### src/rtl/dig_ota_pkg.sv
// Shared types and helpers for the clocked digital OTA channel array.
// Optional per-channel reversal statistics are enabled with DIG_OTA_STATS_EN.
package dig_ota_pkg;

  typedef enum logic [1:0] {
    HIZ   = 2'd0,
    SRC   = 2'd1,
    SNK   = 2'd2,
    BREAK = 2'd3
  } ota_state_t;

  localparam logic [7:0] STAT_MAX = 8'hFF;

  // Comparator decode: only a clean differential pair drives the pin.
  function automatic ota_state_t want_of(input logic vip, input logic vin);
    case ({vip, vin})
      2'b10:   return SRC;
      2'b01:   return SNK;
      default: return HIZ;
    endcase
  endfunction

endpackage

### src/rtl/dig_ota_chan.sv
// One OTA channel: input synchroniser, debounce, drive FSM with break-before-make.
// With DIG_OTA_STATS_EN defined it also counts reversals (BREAK entries).
module dig_ota_chan
  import dig_ota_pkg::*;
#(
  parameter int SYNC_STAGES = 2,
  parameter int DEB_CYCLES  = 3
) (
  input  logic       clk,
  input  logic       rst_n,
  input  logic       ena,
  input  logic       vip,
  input  logic       vin,
`ifdef DIG_OTA_STATS_EN
  input  logic       stat_clr,
  output logic [7:0] stat_cnt,
`endif
  output logic [1:0] state,
  output logic       deb_busy
);

  localparam int CNT_W = (DEB_CYCLES > 0) ? $clog2(DEB_CYCLES + 1) : 1;
  localparam logic [CNT_W-1:0] DEB_LAST = CNT_W'((DEB_CYCLES > 0) ? DEB_CYCLES - 1 : 0);

  logic [SYNC_STAGES-1:0] sync_p, sync_n;
  ota_state_t             state_q, state_d, target_q, target_d, prev_q, prev_d, want;
  logic [CNT_W-1:0]       cnt_q, cnt_d;
  logic                   enter_break, stable, reached, reversal;

  // NOTE: sequential state uses non-blocking assignments so every flop samples pre-edge values.
  always_ff @(posedge clk) begin
    if (!rst_n) begin
      sync_p <= '0;
      sync_n <= '0;
    end else begin
      sync_p <= {sync_p[SYNC_STAGES-2:0], vip};
      sync_n <= {sync_n[SYNC_STAGES-2:0], vin};
    end
  end

  assign want     = want_of(sync_p[SYNC_STAGES-1], sync_n[SYNC_STAGES-1]);
  assign stable   = (DEB_CYCLES == 0) || (want == prev_q);
  assign reached  = (DEB_CYCLES == 0) || (cnt_q == DEB_LAST);
  assign reversal = (state_q == SRC && want == SNK) || (state_q == SNK && want == SRC);

  // NOTE: every always_comb output gets a default first, so no path can infer a latch.
  always_comb begin
    state_d     = state_q;
    target_d    = target_q;
    cnt_d       = cnt_q;
    prev_d      = want;
    enter_break = 1'b0;
    if (!ena) begin
      state_d = HIZ;
      cnt_d   = '0;
      prev_d  = HIZ;
    end else if (state_q == BREAK) begin
      cnt_d   = '0;
      state_d = (want == target_q) ? target_q : HIZ;
    end else if (want == state_q || !stable) begin
      cnt_d = '0;
    end else if (reached) begin
      cnt_d = '0;
      if (reversal) begin
        state_d     = BREAK;
        target_d    = want;
        enter_break = 1'b1;
      end else begin
        state_d = want;
      end
    end else begin
      cnt_d = cnt_q + CNT_W'(1);
    end
  end

  always_ff @(posedge clk) begin
    if (!rst_n) begin
      state_q  <= HIZ;
      target_q <= HIZ;
      prev_q   <= HIZ;
      cnt_q    <= '0;
    end else begin
      state_q  <= state_d;
      target_q <= target_d;
      prev_q   <= prev_d;
      cnt_q    <= cnt_d;
    end
  end

  assign state    = state_q;
  assign deb_busy = (cnt_q != '0);

`ifdef DIG_OTA_STATS_EN
  logic [7:0] rev_cnt;

  // Clear has priority over a coinciding reversal; the counter saturates.
  always_ff @(posedge clk) begin
    if (!rst_n || stat_clr)
      rev_cnt <= '0;
    else if (enter_break && rev_cnt != STAT_MAX)
      rev_cnt <= rev_cnt + 8'd1;
  end

  assign stat_cnt = rev_cnt;
`endif

endmodule

### src/rtl/dig_ota_array.sv
// N-channel clocked digital OTA: per-channel FSMs plus shared gm PWM and registered drive.
// Define DIG_OTA_STATS_EN to add the stat_sel/stat_clr/stat_cnt reversal statistics port.
module dig_ota_array
  import dig_ota_pkg::*;
#(
  parameter int N_CH        = 4,
  parameter int SYNC_STAGES = 2,
  parameter int DEB_CYCLES  = 3,
  parameter int GM_W        = 4
) (
  input  logic                     clk,
  input  logic                     rst_n,
  input  logic                     ena,
  input  logic [N_CH-1:0]          vip,
  input  logic [N_CH-1:0]          vin,
  input  logic [GM_W-1:0]          gm,
`ifdef DIG_OTA_STATS_EN
  input  logic [$clog2(N_CH)-1:0]  stat_sel,
  input  logic                     stat_clr,
  output logic [7:0]               stat_cnt,
`endif
  output logic [N_CH-1:0]          out_val,
  output logic [N_CH-1:0]          out_oe,
  output logic [N_CH-1:0]          st_busy
);

  logic [GM_W-1:0] pwm_cnt;
  logic            pulse;
  logic [1:0]      chan_state [N_CH];
  logic [N_CH-1:0] chan_deb, oe_d, val_d, busy_d;
`ifdef DIG_OTA_STATS_EN
  logic [7:0]      chan_stat [N_CH];
`endif

  always_ff @(posedge clk) begin
    if (!rst_n || !ena)
      pwm_cnt <= '0;
    else
      pwm_cnt <= pwm_cnt + GM_W'(1);
  end

  // Full-scale gm is a constant drive rather than 15/16 duty.
  assign pulse = (gm == '1) || (pwm_cnt < gm);

  for (genvar g = 0; g < N_CH; g++) begin : g_chan
    dig_ota_chan #(
      .SYNC_STAGES(SYNC_STAGES),
      .DEB_CYCLES (DEB_CYCLES)
    ) u_chan (
      .clk     (clk),
      .rst_n   (rst_n),
      .ena     (ena),
      .vip     (vip[g]),
      .vin     (vin[g]),
`ifdef DIG_OTA_STATS_EN
      .stat_clr(stat_clr),
      .stat_cnt(chan_stat[g]),
`endif
      .state   (chan_state[g]),
      .deb_busy(chan_deb[g])
    );
  end

  always_comb begin
    oe_d   = '0;
    val_d  = '0;
    busy_d = '0;
    for (int i = 0; i < N_CH; i++) begin
      oe_d[i]   = ena && pulse && (chan_state[i] == SRC || chan_state[i] == SNK);
      val_d[i]  = oe_d[i] && (chan_state[i] == SRC);
      busy_d[i] = chan_deb[i] || (chan_state[i] == BREAK);
    end
  end

  always_ff @(posedge clk) begin
    if (!rst_n) begin
      out_oe  <= '0;
      out_val <= '0;
      st_busy <= '0;
    end else begin
      out_oe  <= oe_d;
      out_val <= val_d;
      st_busy <= busy_d;
    end
  end

`ifdef DIG_OTA_STATS_EN
  always_ff @(posedge clk) begin
    if (!rst_n || stat_clr)
      stat_cnt <= '0;
    else
      stat_cnt <= chan_stat[stat_sel];
  end
`endif

endmodule

### config.mk
export PLATFORM = sky130hd
export DESIGN_NAME = dig_ota_array
export DESIGN_NICKNAME = d
export VERILOG_FILES = /design/src/rtl/dig_ota_pkg.sv /design/src/rtl/dig_ota_chan.sv /design/src/rtl/dig_ota_array.sv
export SDC_FILE = /design/constraint.sdc
export NUM_CORES = 1
export LEC_CHECK = 0
export CORE_UTILIZATION = 30
export DETAILED_ROUTE_END_ITERATION = 7
export PLACE_DENSITY = 0.54
export SYNTH_ARGS = -nofsm -noshare
export SYNTH_HDL_FRONTEND = slang
export SYNTH_SLANG_ARGS = --single-unit
### constraint.sdc
create_clock -name clk -period 2.5 [get_ports clk]
set_clock_uncertainty 0.1 [all_clocks]
set_input_delay 0.625 -clock clk [delete_from_list [all_inputs] [get_ports clk]]
set_output_delay 0.625 -clock clk [all_outputs]
set_load 0.01 [all_outputs]
==> results.md, run 1 <==
- The HPWL after detailed placement is slightly below 4000 um.
- Buffers inserted during clock tree synthesis total 9.
- From synthesis to final layout, the design area changed by 20.4%.
- In this run the worst path has a maximum fanout of 8.
- Input and output buffers added on the ports amount to 26.
- The starting utilization of the core area is 0.308.
- The dominant register cell in the synthesized netlist is sky130_fd_sc_hd__dfxtp_1.
- The worst hold path terminates at g_chan[1].u_chan.cnt_q[0]$_SDFF_PP0_.
- The final count of pins violating max slew is 0.
- The initial antenna violation count is 0.
- In the final layout, the share of cells above drive strength 1 is 0.0821.
- The flow ran to the end, and the final reports show no timing, DRC or antenna violations.
- The via count normalized by instance count is 4.74.
- The startpoint of the most critical register-to-register path is g_chan[0].u_chan.state[1]$_SDFFE_PN0P_.
- The share of the clock period used by the worst path after layout is 0.798.
- The root buffer cell chosen for the clock tree is sky130_fd_sc_hd__clkbuf_8.
- The type of the setup path with the least slack is in2reg.
- In this run the number of H-tree levels came out at 3.
- The wire length on met1 is 2760 um.
- The startpoint type of the worst setup path is an input port.
- For this run, the number of Yosys warnings is 0.
- The async set-or-reset flop fraction in the synthesized netlist is 0.
- The register area is approximately 1300 um^2.
- The post-place instance area is 3240 um^2.
- The relative max-transition margin is 0.710.
- Adding up every negative setup slack in the final design gives 0 ns.
- Of the synthesized area, sequential elements account for 0.452.
- The first detailed-routing pass took 4 iterations.
- The gate count after technology mapping is 300.
- The critical path capture point type is a register.
- The synthesized area per cell is about 9.5 um^2.
- After detailed routing, the met2 layer carries ~2500 um of wire.
- The placement row count is 35.
- The detailed router finished its first iteration with 43 violations.
- Counting every sink on the clock net gives 64.
- Summed over all nets, wire length on met3 after detailed routing comes to roughly 200 um.
- The count of boundary I/O pins is 27.
- The wire length of the first global-routing pass is 9470 um.
- Counting flops with a built-in enable in the synthesized netlist gives 0.
- The final hold violation count is 0.
- The count of hold-fix buffers inserted at cts is 0.
- The later-pin clock latency in the skew report is approximately 0.33 ns.
- The maximum number of pins on one net before global-route repair is 25.
- The net count of the finished layout is around 380.
- Counting cells, the worst reg-to-reg path comes to 5.
- Summing every instance area after synthesis gives between 2000 and 3000 um^2.
- The highest clock frequency the design can meet is 501 MHz.
- In this run the power density over the cells is between 500 and 600 nW/um^2.
- The path type of the worst min-delay path is reg2reg.
- The final wirelength is about 5500 um.
- The beginning of the worst hold path is g_chan[1].u_chan.cnt_q[0]$_SDFF_PP0_.
- The final route contains 2,144 vias.
- The cell area after layout is between 3000 and 4000 um^2.
- For this run, the total global-route usage over all layers was measured as 0.123.
- The height of the chip is a little under 100 um.
- In the routed design, unresolved DRC markers number 0.
- For the pin with the worst max-slew slack, the measured transition is between 0.4 and 0.5 ns.
- The wire length per cell after detailed routing is approximately 12 um.
- The floorplan step defined a core boundary enclosing ~9200 um^2.
- The post-CTS setup-driven buffer insertion count is 0.
- The via count of the first global-routing pass came to 2,030.
- When the netlist entered floorplanning its net count stood at approximately 340.
- The residual antenna-violating net count after detailed routing is 0.
- Data on the critical path arrives at its endpoint at about 2.2 ns.
- The filler cells instantiated in the layout total about 950.
- The data required time at the worst endpoint is 2.65 ns.
- The quantity of gates resized following cts is 0.
- The number of failing setup endpoints in the final timing report is 0.
- The number of max-cap violations is 0.
- For this design the static power due to leakage is approximately 0.0013 uW.
- Setup repair after global routing left no endpoint under its margin.
- The clock-pin transition on the worst setup and hold timing paths is ~0.07 ns.
- Summing all multi-input logic gate instances after layout gives ~1400 um^2.
- The clock passes through at most 2 buffers.
- The minimum period implied by the final worst setup slack is between 1.5 and 2 ns.
- The netlist uses 50 different library cells.
- The post-synthesis sequential element count is 64.
- Summed over all layers, the global routing overflow is 0.
- TritonCTS built the clock tree.
- The highest metal layer carrying signal wires in the routed design is met4.
- The register-to-register setup slack is a little over 0.7 ns.
- The maximum ir drop on the vdd rail is 0.000361 V.
- The antenna diode instance count is 0.
- Counting instances, the worst hold path has a depth of 1.
- The overall die area is roughly 9800 um^2.
- The worst register-to-register path ends at g_chan[0].u_chan.target_q[0]$_SDFFE_PN0P_.
- From left edge to right edge, the die measures around 100 um.
- Routability-driven placement finished with a final weighted congestion of 0.763.
-- cell usage after synthesis, drive strengths merged, types with 3 or more instances --
| cell type | n | share of area |
|---|---|---|
| dfxtp | 64 | 0.45 |
| inv | 33 | 0.044 |
| nor2 | 30 | 0.040 |
| ha | 24 | 0.11 |
| a21oi | 19 | 0.034 |
| and2 | 16 | 0.035 |
| nor2b | 10 | 0.022 |
| a211oi | 8 | 0.021 |
| and3 | 8 | 0.018 |
| o21ai | 8 | 0.014 |
| nand2 | 7 | 0.0093 |
| nand2b | 7 | 0.018 |
| nand3b | 6 | 0.016 |
| nand3 | 5 | 0.012 |
| a31oi | 4 | 0.011 |
| clkbuf | 4 | 0.0053 |
| nor4 | 4 | 0.0088 |
| o2111ai | 4 | 0.012 |
| and2b | 3 | 0.0079 |
| nor3b | 3 | 0.0079 |
| o31ai | 3 | 0.015 |
| xor2 | 3 | 0.0093 |
-- placed cells by master, fill, tap and decap left out, types with 4 or more instances in the layout --
| cell type | netlist | routed |
|---|---|---|
| sky130_fd_sc_hd__and3_1 | 8 | 8 |
| sky130_fd_sc_hd__clkbuf_8 | 0 | 9 |
| sky130_fd_sc_hd__o21ai_0 | 7 | 7 |
| sky130_fd_sc_hd__and2_1 | 16 | 16 |
| sky130_fd_sc_hd__nor2_1 | 30 | 30 |
| sky130_fd_sc_hd__clkdlybuf4s50_1 | 0 | 26 |
| sky130_fd_sc_hd__o2111ai_1 | 4 | 4 |
| sky130_fd_sc_hd__nor4_1 | 4 | 4 |
| sky130_fd_sc_hd__inv_1 | 32 | 32 |
| sky130_fd_sc_hd__nand2_1 | 7 | 7 |
| sky130_fd_sc_hd__a211oi_1 | 8 | 8 |
| sky130_fd_sc_hd__dfxtp_1 | 64 | 64 |
| sky130_fd_sc_hd__nor2b_1 | 10 | 10 |
| sky130_fd_sc_hd__clkinvlp_4 | 0 | 4 |
| sky130_fd_sc_hd__nand3b_1 | 6 | 6 |
| sky130_fd_sc_hd__nand2b_1 | 6 | 6 |
| sky130_fd_sc_hd__ha_1 | 24 | 24 |
| sky130_fd_sc_hd__a21oi_1 | 19 | 19 |
-- area by class of cell --
cell class,instances,area share
multi-input combinational,199,0.414
sequential,64,0.375
timing repair buffer,29,0.0828
tap,111,0.0407
clock buffer,9,0.0363
inverter,33,0.0363
clock inverter,7,0.0143
-- metal layers --
metal	global-route usage	vias up
met3	0.0415	6
met2	0.191	37
met1	0.157	992
li1	-	1109
met4	0.0475	0
met5	0	-
-- report_power, final --
part / total, uW / internal (uW) / switching [uW]
Combinational: 91.9 / 45.6 / 46.3
Clock: 774 / 357 / 418
Sequential: 1040 / 1030 / 10.0
Total: 1910 / 1440 / 474
-- cell families after synthesis --
logic type / after synthesis / share of synthesized area
flops: 64 / 0.452
xor+xnor: 4 / 0.0124
fa+ha+maj: 24 / 0.106
simple gates: 104 / 0.205
buf+inv: 37 / 0.0490
compound gates: 67 / 0.176
-- critical path, cell delays in order --
cell	delay, ns
sky130_fd_sc_hd__clkdlybuf4s50_1	0.48
sky130_fd_sc_hd__inv_1	0.05
sky130_fd_sc_hd__ha_1	0.27
sky130_fd_sc_hd__a21o_1	0.15
sky130_fd_sc_hd__a21oi_1	0.13
sky130_fd_sc_hd__o21ai_1	0.08
sky130_fd_sc_hd__buf_4	0.17
sky130_fd_sc_hd__nor3b_1	0.19
-- worst max path at each step --
stage                from                     to  slack [ns]  cells past startpoint
finish              gm[1]  out_val[3]$_SDFF_PN0_        0.51                      8
global route        gm[1]  out_val[3]$_SDFF_PN0_        0.46                      8
global placement    gm[1]  out_val[0]$_SDFF_PN0_        0.21                      8
detailed placement  gm[1]  out_val[3]$_SDFF_PN0_        0.16                      8
floorplan           gm[1]  out_val[0]$_SDFF_PN0_        0.79                      6
CTS                 gm[1]  out_val[3]$_SDFF_PN0_        0.52                      8
-- flip-flops by register name, indices dropped and copies added (netlist names) --
signal	count
out_val	4
g_chan.u_chan.sync_p	8
st_busy	4
g_chan.u_chan.state	8
out_oe	4
pwm_cnt	4
g_chan.u_chan.target_q	8
g_chan.u_chan.prev_q	8
g_chan.u_chan.sync_n	8
g_chan.u_chan.cnt_q	8
-- metrics by stage --
| stage | cells | hold WS (ns) | util | setup slack (ns) | power [uW] |
|---|---|---|---|---|---|
| finish | 452 | 0.323 | 0.371 | 0.506 | 1910 |
| floorplan | 300 | 0.299 | - | 0.785 | 1120 |
| CTS | 452 | 0.326 | 0.371 | 0.517 | 1950 |
| global placement | 436 | 0.310 | 0.353 | 0.206 | 1160 |
| global route | 452 | 0.345 | 0.371 | 0.462 | 2000 |
| detailed placement | 436 | 0.315 | 0.353 | 0.163 | 1160 |
No activity file was read; power rests on OpenSTA's default activity.
==> run 2: changes to the inputs <==
==> constraint.sdc (replaced) <==
create_clock -name clk -period 2 [get_ports clk]
set_clock_uncertainty 0.1 [all_clocks]
set_input_delay 0.5 -clock clk [delete_from_list [all_inputs] [get_ports clk]]
set_output_delay 0.5 -clock clk [all_outputs]
set_load 0.01 [all_outputs]
==> run 2 against run 1 <==
Core utilization rose by 0.46 points. Sequential share of layout area fell by 0.46 points. Cell count rose by 0.88%. Largest power group unchanged. Sequential power up 26%. Highest routed layer unchanged.
==> results.md, run 2 (same netlist as run 1, synthesis figures left out) <==
- The count of boundary I/O pins was 27 (unchanged).
- The overall die width is 99.2 um (unchanged).
- The net load switching power was 600 uW (+27%).
- The worst hold-check slack is 0.322 ns (-0.00117 ns).
- The via total after detailed routing is 2,145 (+0.047%).
- The final hold violation count was 0 (unchanged).
- The worst hold path stage count came to 1 (unchanged).
- The switching share of total power came to 0.249 (+0.000638).
- The worst-case clock buffer depth was 2 (unchanged).
- The register area came to 1280 um^2 (unchanged).
- The detailed-placement wirelength estimate is 3910 um (+1.3%).
- The post-layout instance count excluding filler cells came to 456 (+0.88%).
- STA classifies the critical path endpoint as a register.
- The total global-route track usage is 0.122 (-0.000842).
- The number of buffers created by CTS was 9 (unchanged).
- The count of placed standard cells including taps came to 440 (+0.92%).
- The number of failing setup endpoints in the final timing report is 0 (unchanged).
- The maximum number of pins on one net before global-route repair is 25 (unchanged).
- The internal power component is 1810 uW (+26%).
- The clock-pin transition on the worst setup and hold timing paths came to 0.07 ns (about the same).
- The portion of total power attributed to the clock network is 0.409 (+0.004).
- The cell area after layout is 3460 um^2 (+1.2%).
- Dividing the final minimum period by the clock period gives 0.937.
- The global route total overflow is 0 (unchanged).
- The fraction of final layout cells sized beyond drive strength 1 was 0.0957 (+0.0135).
- The setup TNS after final layout is 0 ns (unchanged).
- The worst-case reg-to-reg path depth is 5 (unchanged).
- The final wirelength is 5430 um (-1.9%).
- The setup path with the least slack is of type in2reg.
- The placement row count came to 35 (unchanged).
- In the layout the commonest cells are sky130_fd_sc_hd__dfxtp_1 (64), sky130_fd_sc_hd__inv_1 (32), sky130_fd_sc_hd__nor2_1 (30).
- The CTS tree is yes.
- The maximum ir drop on the vdd rail is 0.000387 V (+7.1%).
- The final count of pins violating max slew is 0 (unchanged).
- The count of hold-fix buffers inserted at cts is 0 (unchanged).
- The wire length of the first global-routing pass is 9360 um (-1.1%).
- The portion of total power attributed to sequential cells is 0.542 (-0.005).
- The arrival time at the worst endpoint came to 2.03 ns (-0.12 ns).
- The most common cell after layout, fill and taps aside is sky130_fd_sc_hd__dfxtp_1.
- The leakage power figure is 0.00130 uW (+2.4%).
- The last weighted congestion value of the routability-driven placer is 0.761 (-0.38%).
- The area added between synthesis and finish is 21.9%.
- The number of port buffers is 26 (unchanged).
- The detailed-router iteration count before antenna repair is 4 (unchanged).
- Setup repair after global routing left no endpoint under its margin.
- STA classifies the critical path startpoint as an input port.
- The wire length per cell after detailed routing was 11.9 um (-2.8%).
- The clock period could shrink to roughly 1.9 ns.
- The via count of the first global-routing pass came to 2,016 (-0.69%).
- The post-place instance area came to 3270 um^2 (+0.93%).
- The total power density per cell area is 698 nW/um^2 (+25%).
- The run finished with clean final reports.
- The overall die area is 9840 um^2 (unchanged).
- The measured slew at the worst slew-check pin is 0.415 ns (-0.0174 ns).
- The starting utilization of the core area is 0.308 (unchanged).
- The residual antenna-violating net count after detailed routing is 0 (unchanged).
- The remaining routing DRC violations is 0 (unchanged).
- The worst-path maximum fanout is 8 (unchanged).
- The total of fill cells in the finished design is 953 (+0.11%).
- The data required time at the worst endpoint is 2.15 ns (-0.50 ns).
- The number of DRC violations after detailed-routing iteration 0 is 45 (+4.7%).
- The highest clock frequency the design can meet is 534 MHz.
- The number of clock sinks is 64 (unchanged).
- The antenna diode instance count was 0 (unchanged).
- The via count normalized by instance count came to 4.70 (-0.83%).
- The area of the core is 9200 um^2 (unchanged).
- The CTS root buffer is sky130_fd_sc_hd__clkbuf_8.
- The number of max-cap violations is 0 (unchanged).
- The height of the chip came to 99.2 um (unchanged).
- The share of total power in combinational logic was 0.049 (about the same).
- The area of combinational cells with multiple inputs is 1420 um^2 (+0.35%).
- The initial antenna violation count came to 0 (unchanged).
- The later-pin clock latency in the skew report is 0.34 ns (about the same).
- The number of nets in the layout is 379 (+1.1%).
- The H-tree depth is 3 (unchanged).
- The path type of the worst min-delay path is reg2reg.
- The relative max-transition margin came to 0.722 (+0.0117).
run 2: changes by cell type in the layout (fill, tap and decap cells not counted), sizes merged:
cell      before  now
buf            3    7
clkinvlp       4    1
clkinv         3    5
inv           33   34
run 2: timing repair:
item	4_1_cts	5_1_grt
endpoints found under the setup margin	0	1
gates resized for setup	0	1
setup buffers	0	0
run 2: per-layer routing:
metal  GRT usage  wire length, um  up-vias
li1            -                -     1121
met1       0.149             2630      980
met2       0.198             2480       33
met3      0.0344              209       11
met4      0.0577              103        0
met5           0                0        -
run 2: layout make-up:
cell class	instances	share of cell area
Tap cell	111	0.0402
Multi-Input combinational cell	199	0.411
Inverter	33	0.0358
Timing Repair Buffer	33	0.0905
Clock inverter	7	0.0163
Sequential cell	64	0.371
Clock buffer	9	0.0358
run 2: critical path, cell delays in order:
cell and delay (ns):
sky130_fd_sc_hd__clkdlybuf4s50_1 0.48, sky130_fd_sc_hd__inv_1 0.05, sky130_fd_sc_hd__ha_1 0.28, sky130_fd_sc_hd__a21o_1 0.15, sky130_fd_sc_hd__a21oi_1 0.13, sky130_fd_sc_hd__o21ai_1 0.08, sky130_fd_sc_hd__buf_4 0.18, sky130_fd_sc_hd__nor3b_1 0.18
run 2: path summary, 6_finish.rpt:
check,from,endpoint,slack (ns)
worst max-delay path,gm[1],out_val[1]$_SDFF_PN0_,0.13
worst min-delay path,g_chan[3].u_chan.cnt_q[0]$_SDFF_PP0_,g_chan[3].u_chan.cnt_q[0]$_SDFF_PP0_,0.32
worst max register to register,g_chan[0].u_chan.state[1]$_SDFFE_PN0P_,g_chan[0].u_chan.target_q[0]$_SDFFE_PN0P_,0.21
worst min register to register,g_chan[3].u_chan.cnt_q[0]$_SDFF_PP0_,g_chan[3].u_chan.cnt_q[0]$_SDFF_PP0_,0.32
run 2: power by group through the flow:
stage	registers (uW)	logic, uW	clock network (uW)
2_1_floorplan	1330	62.4	0
3_3_place_gp	1340	118	0
3_5_place_dp	1340	119	0
4_1_cts	1310	120	1040
5_1_grt	1310	133	1090
6_report	1310	118	987
run 2: per-stage QoR:
| step | total power, uW | utilization | worst slack [ns] |
|---|---|---|---|
| 6_report | 2410 | 0.376 | 0.126 |
| 5_1_grt | 2530 | 0.376 | 0.00780 |
| 4_1_cts | 2460 | 0.375 | 0.151 |
| 3_5_place_dp | 1460 | 0.356 | -0.187 |
| 3_3_place_gp | 1450 | 0.356 | -0.164 |
| 2_1_floorplan | 1400 | - | 0.410 |
==> run 3: changes to the inputs <==
--- a/config.mk
+++ b/config.mk
@@ -5,9 +5,9 @@
 export SDC_FILE = /design/constraint.sdc
 export NUM_CORES = 1
 export LEC_CHECK = 0
-export CORE_UTILIZATION = 30
+export CORE_UTILIZATION = 35
 export DETAILED_ROUTE_END_ITERATION = 7
-export PLACE_DENSITY = 0.54
+export PLACE_DENSITY = 0.6
 export SYNTH_ARGS = -nofsm -noshare
 export SYNTH_HDL_FRONTEND = slang
 export SYNTH_SLANG_ARGS = --single-unit
==> run 3 against run 2 <==
Flip-flop and latch count unchanged. Cell count decreased by 2.2%. Non-clock buffer count decreased by 1. Final area about the same. Critical endpoint unchanged. Worst hold slack got worse by 0.0037 ns. Fmax increased by 1.1%. Power increased by 6.2%. Clock-buffer cell count increased by 2. Setup slack improved by 0.021 ns. Critical path type unchanged. Critical path depth unchanged. First-iteration DRC count increased by 84%. Sequential power about the same.
==> results.md, run 3 (same netlist as run 1, synthesis figures left out) <==
- The worst-case clock buffer depth is 2 (unchanged).
- The count of boundary I/O pins is 27 (unchanged).
- The maximum number of pins on one net before global-route repair came to 25 (unchanged).
- The height of the chip is 92.0 um (-7.3%).
- The via count of the first global-routing pass is 2,068 (+2.6%).
- The clock-pin transition on the worst setup and hold timing paths is 0.08 ns (about the same).
- The launch point of the worst path is gm[1].
- The data required time at the worst endpoint was 2.16 ns (about the same).
- The path type of the worst min-delay path is reg2reg.
- The starting utilization of the core area is 0.365 (+0.0567).
- Setup repair after global routing left no endpoint under its margin.
- The antenna diode instance count is 0 (unchanged).
- The area added between synthesis and finish was 22.0% (about the same).
- The later-pin clock latency in the skew report is 0.34 ns (about the same).
- The flow ran to the end, and the final reports show no timing, DRC or antenna violations.
- The CTS root buffer is sky130_fd_sc_hd__clkbuf_8.
- Leaving out fill and tap cells, the most frequent cell in the layout is sky130_fd_sc_hd__dfxtp_1.
- The number of DRC violations after detailed-routing iteration 0 is 83 (+84%).
- The worst-path maximum fanout was 8 (unchanged).
- The wire length per cell after detailed routing is 11.9 um (about the same).
- The type of the setup path with the least slack is in2reg.
- The quantity of gates resized following cts was 0 (unchanged).
- The detailed-placement wirelength estimate came to 3740 um (-4.4%).
- The measured slew at the worst slew-check pin is 0.412 ns (-0.00348 ns).
- The maximum ir drop on the vdd rail came to 0.000390 V (+0.85%).
- The area of the core is 7770 um^2 (-16%).
- The initial antenna violation count came to 0 (unchanged).
- The library cells used most frequently in the layout, excluding fill and tap cells, are sky130_fd_sc_hd__dfxtp_1 (64), sky130_fd_sc_hd__inv_1 (32), sky130_fd_sc_hd__nor2_1 (30).
- The share of the clock period used by the worst path after layout is 0.926 (-0.0105).
- The overall die area came to 8460 um^2 (-14%).
- The number of max-cap violations came to 0 (unchanged).
- The total power density per cell area is 740 nW/um^2 (+6.1%).
- The worst stage delay on the critical path is 0.47 ns (about the same).
- The arrival time at the worst endpoint came to 2.01 ns (-0.02 ns).
- The leakage power figure is 0.00131 uW (+0.57%).
- The final wirelength is 5310 um (-2.2%).
- The critical path goes through clkdlybuf4s50_1 > inv_1 > ha_1 > a21o_1 > a21oi_1 > o21ai_1 > buf_4 > nor3b_1.
- The total of fill cells in the finished design was 784 (-18%).
- The core utilization of the finished layout is 0.445 (+0.0695).
- The number of failing setup endpoints in the final timing report is 0 (unchanged).
- TritonCTS built the clock tree.
- The global route total overflow was 0 (unchanged).
- The remaining routing DRC violations came to 0 (unchanged).
- The relative max-transition margin is 0.724 (+0.00233).
- The number of nets in the layout came to 378 (-0.26%).
- The highest clock frequency the design can meet is 540 MHz (+1.1%).
- The detailed-router iteration count before antenna repair is 5 (+1).
- The final hold violation count was 0 (unchanged).
- The number of buffers created by CTS was 9 (unchanged).
- The residual antenna-violating net count after detailed routing is 0 (unchanged).
- The last weighted congestion value of the routability-driven placer is 0.793 (+4.2%).
- The count of hold-fix buffers inserted at cts is 0 (unchanged).
- The minimum period implied by the final worst setup slack was 1.85 ns (-0.0211 ns).
- The overall die width is 92.0 um (-7.3%).
- The sum of internal, switching and leakage power was 2560 uW (+6.2%).
- The placement row count came to 32 (-8.6%).
- The via total after detailed routing was 2,125 (-0.93%).
- The slowest stage of the critical path belongs to the cell sky130_fd_sc_hd__clkdlybuf4s50_1.
- The fraction of final layout cells sized beyond drive strength 1 is 0.0901 (-0.00554).
- The number of clock sinks is 64 (unchanged).
- The total global-route track usage is 0.141 (+0.0188).
- In this run the most critical hold path is launched from g_chan[3].u_chan.sync_p[0]$_SDFF_PN0_.
- The post-CTS setup-driven buffer insertion count is 0 (unchanged).
- The number of port buffers is 26 (unchanged).
- The gate family responsible for the most delay along the worst path is buffers and inverters.
- The startpoint of the most critical register-to-register path is g_chan[2].u_chan.state[1]$_SDFFE_PN0P_.
- The H-tree depth is 3 (unchanged).
- The final count of pins violating max slew is 0 (unchanged).
- The critical path buffer and inverter count is 3 (unchanged).
- The startpoint type of the worst setup path is an input port.
- The critical path capture point type is a register.
- The wire length of the first global-routing pass is 9250 um (-1.2%).
- The via count normalized by instance count was 4.76 (+1.3%).
## run 3: cell types whose count changed in the layout (fill, tap and decap cells not counted), sizes merged
cell      delta
clkinv       -3
clkbuf       +2
buf          -1
bufinv       +1
clkinvlp     +1
inv          -1
## run 3: report_power, final
part	switching (uW)	internal, uW	total (uW)
Clock	501	639	1140
Sequential	12.4	1290	1310
Combinational	56.4	59.4	116
Total	569	1990	2560
## run 3: area by class of cell
cell class / instances / area [um^2] / share of cell area
well taps: 102 / 128 / 0.0369
clock buffers: 11 / 151 / 0.0438
clock inverters: 5 / 55.1 / 0.0159
multi-input cells: 199 / 1420 / 0.409
flip-flops and latches: 64 / 1280 / 0.370
inverters: 33 / 124 / 0.0358
repair buffers: 32 / 305 / 0.0882
## run 3: per-layer routing
layer	track usage	wire length, um	up-vias
li1	-	-	1114
met1	0.175	2620	964
met2	0.221	2370	36
met3	0.0357	177	11
met4	0.0794	134	0
met5	0	0	-
## run 3: per-stage QoR
stage               hold slack, ns  instance area (um^2)  setup slack [ns]  cells  setup TNS, ns
floorplan                    0.299                  2840             0.410    300              0
global placement             0.310                  3250            -0.157    430         -0.742
detailed placement           0.319                  3250            -0.201    430          -1.01
CTS                          0.324                  3460             0.155    446              0
global route                 0.335                  3460            0.0192    446              0
finish                       0.318                  3460             0.147    446              0
## run 3: path summary, 6_finish.rpt
path	slack [ns]	end	depth (start not counted)
max	0.15	out_val[1]$_SDFF_PN0_	8
min	0.32	g_chan[3].u_chan.sync_p[1]$_SDFF_PN0_	1
max reg2reg	0.25	g_chan[2].u_chan.target_q[0]$_SDFFE_PN0P_	5
min reg2reg	0.32	g_chan[3].u_chan.sync_p[1]$_SDFF_PN0_	1
## run 3: worst register-to-register path, stage by stage (launching register included)
cell	delay (ns)
sky130_fd_sc_hd__dfxtp_1	0.42
sky130_fd_sc_hd__inv_2	0.07
sky130_fd_sc_hd__a2111o_1	0.39
sky130_fd_sc_hd__a31oi_1	0.34
sky130_fd_sc_hd__and3_1	0.25
sky130_fd_sc_hd__o21a_1	0.13
